`config.mk`:
```
export PLATFORM = sky130hd
export DESIGN_NAME = uart_rx_seq
export DESIGN_NICKNAME = d
export VERILOG_FILES = /design/src/rtl/uart_rx_seq.sv
export SDC_FILE = /design/constraint.sdc
export NUM_CORES = 1
export LEC_CHECK = 0
export CORE_MARGIN = 4
export CORE_UTILIZATION = 49
export CTS_CLUSTER_DIAMETER = 40
export DETAILED_ROUTE_END_ITERATION = 16
export GPL_ROUTABILITY_DRIVEN = 0
export GPL_TIMING_DRIVEN = 1
export PLACE_DENSITY = 0.8
export SKIP_CTS_REPAIR_TIMING = 1
export SLEW_MARGIN = 10
export SYNTH_ARGS = -nofsm -noshare
export SYNTH_HDL_FRONTEND = slang
export SYNTH_SLANG_ARGS = --single-unit
```
`constraint.sdc`:
```
create_clock -name sys_clk -period 1.8 [get_ports sys_clk]
set_clock_uncertainty 0.2 [all_clocks]
set_input_delay 0.54 -clock sys_clk [delete_from_list [all_inputs] [get_ports sys_clk]]
set_output_delay 0.54 -clock sys_clk [all_outputs]
set_load 0.05 [all_outputs]
```
`src/rtl/uart_rx_seq.sv`:
```
// uart_rx_seq: tick-enabled UART receive sequencer.
// Qualifies the start bit, samples mid-bit from a 16x (OS_RATE) oversample tick,
// shifts data LSB first, checks parity and stop, and holds the character for the
// host behind a valid/ready handshake with sticky overrun reporting.
module uart_rx_seq #(
    parameter int DATA_BITS = 8,
    parameter int OS_RATE   = 16
) (
    input  logic                 sys_clk,
    input  logic                 rst_n,
    input  logic                 baud_tick,
    input  logic                 rxd,
    input  logic                 parity_en,
    input  logic                 parity_odd,
    input  logic                 rx_ready,
    input  logic                 ovr_clr,
    output logic [DATA_BITS-1:0] rx_data,
    output logic                 rx_valid,
    output logic                 parity_err,
    output logic                 frame_err,
    output logic                 overrun,
    output logic                 busy,
    output logic                 shift_strobe
);

    localparam int OSW = $clog2(OS_RATE);
    localparam int BCW = $clog2(DATA_BITS + 1);

    localparam logic [2:0] S_IDLE      = 3'd0;
    localparam logic [2:0] S_START     = 3'd1;
    localparam logic [2:0] S_DATA      = 3'd2;
    localparam logic [2:0] S_PARITY    = 3'd3;
    localparam logic [2:0] S_STOP      = 3'd4;
    localparam logic [2:0] S_WAIT_HIGH = 3'd5;

    // os_cnt counts ticks since the last sample point; the terminal values are
    // one below the period because the compare happens before the increment.
    localparam logic [OSW-1:0] OS_HALF_M1 = OSW'(OS_RATE / 2 - 1);
    localparam logic [OSW-1:0] OS_FULL_M1 = OSW'(OS_RATE - 1);
    localparam logic [BCW-1:0] BIT_LAST   = BCW'(DATA_BITS - 1);

    logic [2:0]           state_q, state_d;
    logic [OSW-1:0]       os_cnt_q, os_cnt_d;
    logic [BCW-1:0]       bit_cnt_q, bit_cnt_d;
    logic [DATA_BITS-1:0] shift_q, shift_d;
    logic                 par_en_q, par_en_d;
    logic                 par_odd_q, par_odd_d;
    logic                 par_bad_q, par_bad_d;

    logic [DATA_BITS-1:0] rx_data_q, rx_data_d;
    logic                 rx_valid_q, rx_valid_d;
    logic                 parity_err_q, parity_err_d;
    logic                 frame_err_q, frame_err_d;
    logic                 overrun_q, overrun_d;

    logic                 frame_done;
    logic                 stop_low;
    logic                 strobe;
    logic                 load;

    // Frame sequencing: everything except the handshake advances only on ticks.
    always_comb begin
        state_d    = state_q;
        os_cnt_d   = os_cnt_q;
        bit_cnt_d  = bit_cnt_q;
        shift_d    = shift_q;
        par_en_d   = par_en_q;
        par_odd_d  = par_odd_q;
        par_bad_d  = par_bad_q;
        frame_done = 1'b0;
        stop_low   = 1'b0;
        strobe     = 1'b0;
        if (baud_tick) begin
            case (state_q)
                S_IDLE: begin
                    if (!rxd) begin
                        state_d   = S_START;
                        os_cnt_d  = '0;
                        par_en_d  = parity_en;
                        par_odd_d = parity_odd;
                        par_bad_d = 1'b0;
                    end
                end
                S_START: begin
                    if (os_cnt_q == OS_HALF_M1) begin
                        os_cnt_d  = '0;
                        bit_cnt_d = '0;
                        state_d   = rxd ? S_IDLE : S_DATA;
                    end else begin
                        os_cnt_d = os_cnt_q + 1'b1;
                    end
                end
                S_DATA: begin
                    if (os_cnt_q == OS_FULL_M1) begin
                        os_cnt_d  = '0;
                        shift_d   = {rxd, shift_q[DATA_BITS-1:1]};
                        strobe    = 1'b1;
                        bit_cnt_d = bit_cnt_q + 1'b1;
                        if (bit_cnt_q == BIT_LAST)
                            state_d = par_en_q ? S_PARITY : S_STOP;
                    end else begin
                        os_cnt_d = os_cnt_q + 1'b1;
                    end
                end
                S_PARITY: begin
                    if (os_cnt_q == OS_FULL_M1) begin
                        os_cnt_d  = '0;
                        par_bad_d = ((^shift_q) ^ rxd) != par_odd_q;
                        state_d   = S_STOP;
                    end else begin
                        os_cnt_d = os_cnt_q + 1'b1;
                    end
                end
                S_STOP: begin
                    if (os_cnt_q == OS_FULL_M1) begin
                        os_cnt_d   = '0;
                        frame_done = 1'b1;
                        stop_low   = ~rxd;
                        state_d    = rxd ? S_IDLE : S_WAIT_HIGH;
                    end else begin
                        os_cnt_d = os_cnt_q + 1'b1;
                    end
                end
                S_WAIT_HIGH: begin
                    if (rxd) state_d = S_IDLE;
                end
                default: state_d = S_IDLE;
            endcase
        end
    end

    // A completed frame loads if the holding slot is free or being freed now.
    assign load = frame_done & (~rx_valid_q | rx_ready);

    // Host-side holding register, handshake and sticky overrun.
    always_comb begin
        rx_data_d    = rx_data_q;
        rx_valid_d   = rx_valid_q;
        parity_err_d = parity_err_q;
        frame_err_d  = frame_err_q;
        overrun_d    = overrun_q;
        if (rx_valid_q && rx_ready) rx_valid_d = 1'b0;
        if (load) begin
            rx_data_d    = shift_q;
            rx_valid_d   = 1'b1;
            parity_err_d = par_bad_q & par_en_q;
            frame_err_d  = stop_low;
        end
        if (ovr_clr) overrun_d = 1'b0;
        if (frame_done && !load) overrun_d = 1'b1;
    end

    // State registers; reset abandons any partial frame.
    always_ff @(posedge sys_clk or negedge rst_n) begin
        if (!rst_n) begin
            state_q      <= S_IDLE;
            os_cnt_q     <= '0;
            bit_cnt_q    <= '0;
            shift_q      <= '0;
            par_en_q     <= 1'b0;
            par_odd_q    <= 1'b0;
            par_bad_q    <= 1'b0;
            rx_data_q    <= '0;
            rx_valid_q   <= 1'b0;
            parity_err_q <= 1'b0;
            frame_err_q  <= 1'b0;
            overrun_q    <= 1'b0;
        end else begin
            state_q      <= state_d;
            os_cnt_q     <= os_cnt_d;
            bit_cnt_q    <= bit_cnt_d;
            shift_q      <= shift_d;
            par_en_q     <= par_en_d;
            par_odd_q    <= par_odd_d;
            par_bad_q    <= par_bad_d;
            rx_data_q    <= rx_data_d;
            rx_valid_q   <= rx_valid_d;
            parity_err_q <= parity_err_d;
            frame_err_q  <= frame_err_d;
            overrun_q    <= overrun_d;
        end
    end

    assign rx_data      = rx_data_q;
    assign rx_valid     = rx_valid_q;
    assign parity_err   = parity_err_q;
    assign frame_err    = frame_err_q;
    assign overrun      = overrun_q;
    assign busy         = (state_q != S_IDLE);
    assign shift_strobe = strobe;

endmodule

```
==> results.yml, run 1 <==
global_route:
  grt_pass1_wl_um: 6800
  grt_pass1_vias: 1400
  grt_usage_pct: 20.3
  grt_max_degree: 35
  grt-ovfl-total: 0
  antenna_found_initial: 0
placed_design:
  port_buffers: 21
  dp_hpwl_um: 3070
  placed_cell_area_um2: 2340
  place_ws_ps: -642
worst_hold_path:
  min_delay_path_depth: 2
  hold_start: "par_bad_q"
  hold_end: "par_bad_q"
  hold_class: "register to register"
yosys:
  ys_seq_area_share_pct: 48.5
  yosysWarnings: 0
  synth_area_um2: 1750
  syn_inst: 157
  synthDistinctLibCells: 49
  synth_top_area_cell: "dfrtp_1"
  synth_seq_cells: 34
  avgSynthCellArea_um2: 11.2
  synth_top_area_share_pct: 48.5
  ys_top_cells_by_area: "dfrtp_1 49%, mux2_2 13%, xnor2_1 3.0%"
  synth_edf_count: 0
  synth_ff_type: "dfrtp_1"
  synthArstFlopShare_pct: 100
  synth_commonest_cells: "34 x dfrtp_1, 20 x mux2_2, 11 x nand2_1"
  syn_nets: 167
  synth_most_common_cell: "dfrtp_1"
status:
  violations: "negative setup slack"
  status: "finished, violations left"
sta:
  setup_viol: 21
  fmax_ghz: 0.456
  rsz0062_at_grt: "yes"
  worst_pin_slew_ps: 580
  maxSlewHeadroom_pct: 60.8
  min_period_over_period_pct: 122
  maxSlewViolCount: 0
  fin_setup_tns_ps: -3150
  final.min_clock_period_ps: 2200
  hold_viol: 0
  final.setup.worst_slack_ps: -395
worst_setup_path:
  cpMaxStageDelayCell: "dfrtp_1"
  startpoint_type: "register"
  reg2regPathDepth: 4
  reg2reg_setup_slack_ps: -350
  worstPathArrival_ps: 1460
  cpPeakStageDelay_ps: 410
  cp_cell_sequence: "ha_4, and4_4, and2_4, buf_12"
  endpoint_kind: "output port"
  reg2reg_from: "state_q[1]"
  reg2reg_to: "bit_cnt_q[3]"
  critPathMaxFanout: 3
  critPathRequiredTime_ps: 1060
  path_class: "register to output port"
floorplanning:
  die_h_um: 67.8
  die_w_um: 67.8
  rows: 21
  core-area_um2: 3390
  pin_count: 22
  initial_core_util_pct: 51.8
  die_area_um2: 4600
clock_network:
  clockBufferDepth: 2
  numClockSinks: 34
  cts_max_level: 2
  path_clk_slew_ps: 110
  cts_tree: "done"
  clock_tree.root_cell: "clkbuf_4"
  clock_latency_ps: 350
  cts_inserted_buffers: 5
drt:
  drt_iter0_markers: 99
  via_per_inst: 5.67
  ant_nets: 0
  drt_wl_total_um: 4370
  drtPass1Iterations: 4
  wire_per_inst_um: 17.0
  drc: 0
  num_vias: 1458
power:
  powerDensity_nw_per_um2: 1050
  p_leak_uw: 0.00116
  peakVddDrop_mv: 0.550
  power_uw: 2650
finish:
  synthToLayoutAreaGrowth_pct: 44.6
  drive_above_1_share_pct: 44.5
  n_antenna_cell: 0
  fin_area_um2: 2540
  fillers: 206
  fin_nets: 220
flow_run:
  drv_cap: 0
## area by class of cell
class / instances / area, um2 / share of cell area, %
clock buffers: 6 / 51.3 / 2.02
clock inverters: 2 / 12.5 / 0.493
inverters: 7 / 26.3 / 1.04
multi-input cells: 108 / 918 / 36.2
flip-flops and latches: 34 / 855 / 33.7
well taps: 46 / 57.6 / 2.27
repair buffers: 54 / 616 / 24.3
## how the worst max path moves through the flow
stage | startpoint | end | slack [ps]
5_1_grt | os_cnt_q[0] | shift_strobe | -460
4_1_cts | baud_tick | shift_strobe | -650
3_3_place_gp | baud_tick | shift_strobe | -620
3_5_place_dp | rxd | state_q[1] | -640
2_1_floorplan | state_q[1] | bit_cnt_q[3] | -130
6_report | os_cnt_q[1] | shift_strobe | -400
## per-stage QoR
step | utilization, % | instances | hold slack, ps
final | 74.8 | 257 | 318
after global routing | 74.8 | 257 | 344
after CTS | 70.9 | 252 | 321
after detailed placement | 69.0 | 244 | 295
after global placement | 69.0 | 244 | 264
after floorplan | - | 157 | 44.4
## cell families (layout without fill, tap and decap cells)
group | after synthesis | count (layout) | share of synthesized area (%)
adders and majority gates | 3 | 3 | 2.00
AOI/OAI and AO/OA | 29 | 29 | 11.8
DFF | 34 | 34 | 48.5
buffers and inverters | 15 | 69 | 3.99
and+or+nand+nor | 48 | 48 | 16.1
xor gates and xnor gates | 8 | 8 | 4.78
muxes | 20 | 20 | 12.8
## flip-flops by register name (all words and copies together), names as in the netlist
signal      count
rx_data         8
shift_q         8
bit_cnt_q       4
os_cnt_q        4
state_q         3
frame_err       1
overrun         1
par_bad_q       1
par_en_q        1
par_odd_q       1
parity_err      1
rx_valid        1
## layout by cell type, fill, tap and decap left out, drive strengths merged, types with 4 or more instances in the layout
cell type and instances:
buf 47, clkbuf 6, clkdlybuf4s50 6, dfrtp 34, inv 7, mux2 20, nand2 11, nand2b 4
nand3 6, nand3b 4, nor2 4, o21ai 10, xnor2 6
## power breakdown
group          switching, uW  internal, uW  leakage (uW)
Combinational            588           628      0.000670
Clock                    267           188     0.0000343
Sequential               112           871      0.000451
Total                    967          1690       0.00116
## critical path: cells and delay by family, from the launching register on
kind / cells / cell delay [ps]
and+or+nand+nor: 2 / 410
DFF: 1 / 410
adders and majority gates: 1 / 160
buffers and inverters: 1 / 130
## per-layer routing
metal | wire length (um) | GRT usage, % | up-vias | share of wire [%]
met5 | 0 | 0 | - | 0
met4 | 82 | 9.43 | 0 | 1.9
met3 | 283 | 5.58 | 8 | 6.5
met2 | 2120 | 31.8 | 51 | 49
met1 | 1880 | 26.2 | 725 | 43
li1 | - | - | 674 | -
Power figures use the tool's default switching activity.
==> run 2: changes to the inputs <==
CORE_UTILIZATION = 50   (was 49)
CTS_BUF_LIST = sky130_fd_sc_hd__clkbuf_2 sky130_fd_sc_hd__clkbuf_4 sky130_fd_sc_hd__clkbuf_8   (was default)
PLACE_DENSITY = 0.81   (was 0.8)
==> run 2 against run 1 <==
Effect of this change:
- utilization increased by 3.5 points
- largest power group unchanged
- first-iteration DRC count rose by 2.0%
- critical path depth unchanged
- register-to-register slack gained 70 ps
- hold slack worse by 18 ps
- cell count up 1.6%
- the flow still finishes with violations (negative setup slack)
- sequential share of layout area is 1.3 points lower
- fmax fell by 1.4%
==> results.yml, run 2 (same netlist as run 1, synthesis figures left out) <==
status:
  status: "finished, violations left"
  violations: "negative setup slack"
clock_network:
  numClockSinks: 34
  clock_latency_ps: 350
  cts_inserted_buffers: 5
  clockBufferDepth: 2
  clock_tree.root_cell: "clkbuf_4"
  cts_tree: "done"
  cts_max_level: 2
  path_clk_slew_ps: 110
worst_setup_path:
  reg2reg_setup_slack_ps: -280
  reg2regPathDepth: 5
  startpoint_type: "register"
  endpoint_kind: "output port"
  path_class: "register to output port"
  reg2reg_from: "state_q[1]"
  critPathMaxFanout: 3
  reg2reg_to: "bit_cnt_q[3]"
  critPathRequiredTime_ps: 1060
  worstPathArrival_ps: 1490
global_route:
  grt_max_degree: 35
  grt_usage_pct: 19.5
  grt_pass1_vias: 1419
  antenna_found_initial: 0
  grt-ovfl-total: 0
  grt_pass1_wl_um: 6440
power:
  p_comb_share_pct: 50.1
  net-switching-power_uw: 1100
  peakVddDrop_mv: 0.628
  internal_power_uw: 1780
  p_leak_uw: 0.00121
  clkPwrFrac_pct: 16.0
  switching_share_pct: 38.2
  seqPwrFrac_pct: 33.8
  powerDensity_nw_per_um2: 1090
sta:
  rsz0062_at_grt: "yes"
  fmax_ghz: 0.449
  final.min_clock_period_ps: 2230
  min_period_over_period_pct: 124
  maxSlewHeadroom_pct: 77.6
  worst_pin_slew_ps: 335
  hold_viol: 0
  setup_viol: 29
  final.setup.worst_slack_ps: -425
  maxSlewViolCount: 0
  worst_hold_slack_ps: 300
floorplanning:
  die_h_um: 67.2
  pin_count: 22
  die_w_um: 67.2
  die_area_um2: 4520
  core-area_um2: 3360
  rows: 21
  initial_core_util_pct: 52.2
placed_design:
  port_buffers: 21
  placed_cell_area_um2: 2320
  dp_hpwl_um: 2910
flow_run:
  drv_cap: 0
finish:
  layout_common_cells: "32 x dfrtp_1, 26 x buf_4, 19 x mux2_2, 14 x buf_12, 11 x buf_6"
  n_antenna_cell: 0
  synthToLayoutAreaGrowth_pct: 50.1
  fin_area_um2: 2630
  utilization_pct: 78.3
  final_common_cell: "dfrtp_1"
  drive_above_1_share_pct: 48.4
  fin_nets: 224
drt:
  drt_iter0_markers: 101
  wire_per_inst_um: 18.0
  ant_nets: 0
  drtPass1Iterations: 4
  via_per_inst: 5.69
  drc: 0
  drt_wl_total_um: 4690
  num_vias: 1485
worst_hold_path:
  hold_end: "par_bad_q"
  min_delay_path_depth: 2
  hold_class: "register to register"
  hold_start: "par_bad_q"
run 2: how the worst max path moves through the flow:
stage                startpoint           end  slack (ps)  cells after the start
finish              os_cnt_q[0]  shift_strobe        -430                      4
global route        os_cnt_q[0]  shift_strobe        -500                      4
CTS                   baud_tick  shift_strobe        -610                      4
detailed placement    baud_tick  shift_strobe        -590                      4
global placement      baud_tick  shift_strobe        -570                      4
floorplan            state_q[1]  bit_cnt_q[3]        -130                      5
run 2: area by class of cell:
type / count / area [um2]
clock buffers: 6 / 51.3
clock inverters: 2 / 12.5
fillers: 233 / 729
inverters: 7 / 26.3
multi-input cells: 108 / 958
flip-flops and latches: 34 / 853
well taps: 46 / 57.6
repair buffers: 58 / 674
run 2: metrics by stage:
stage          setup slack, ps  total power, uW  std cells  TNS, ps
6_report                  -425             2880        261    -3020
3_3_place_gp              -565             1950        242   -14440
2_1_floorplan             -130             1590        157     -309
4_1_cts                   -608             2470        250    -4640
3_5_place_dp              -595             2000        242   -15810
5_1_grt                   -502             3040        261    -4940
run 2: worst max-delay path, cell delays in order (launching register included):
cell and delay, ps:
dfrtp_1 380, ha_2 190, and4_4 260, and2_4 170
buf_12 130
run 2: power by group through the flow:
stage                     logic (uW)  clock network (uW)  registers, uW
final                           1440                 462            974
after global routing            1530                 523            984
after detailed placement        1030                   0            972
after global placement           989                   0            958
after floorplan                  625                   0            965
after CTS                       1040                 478            956
run 2: per-layer routing:
metal / vias up / GRT usage [%] / routed length (um) / share of wire [%]
met5: - / 0 / 0 / 0
met4: 0 / 10.1 / 182 / 3.9
met3: 18 / 5.16 / 184 / 3.9
met2: 46 / 30.9 / 2380 / 51
met1: 743 / 24.3 / 1950 / 41
li1: 678 / - / - / -
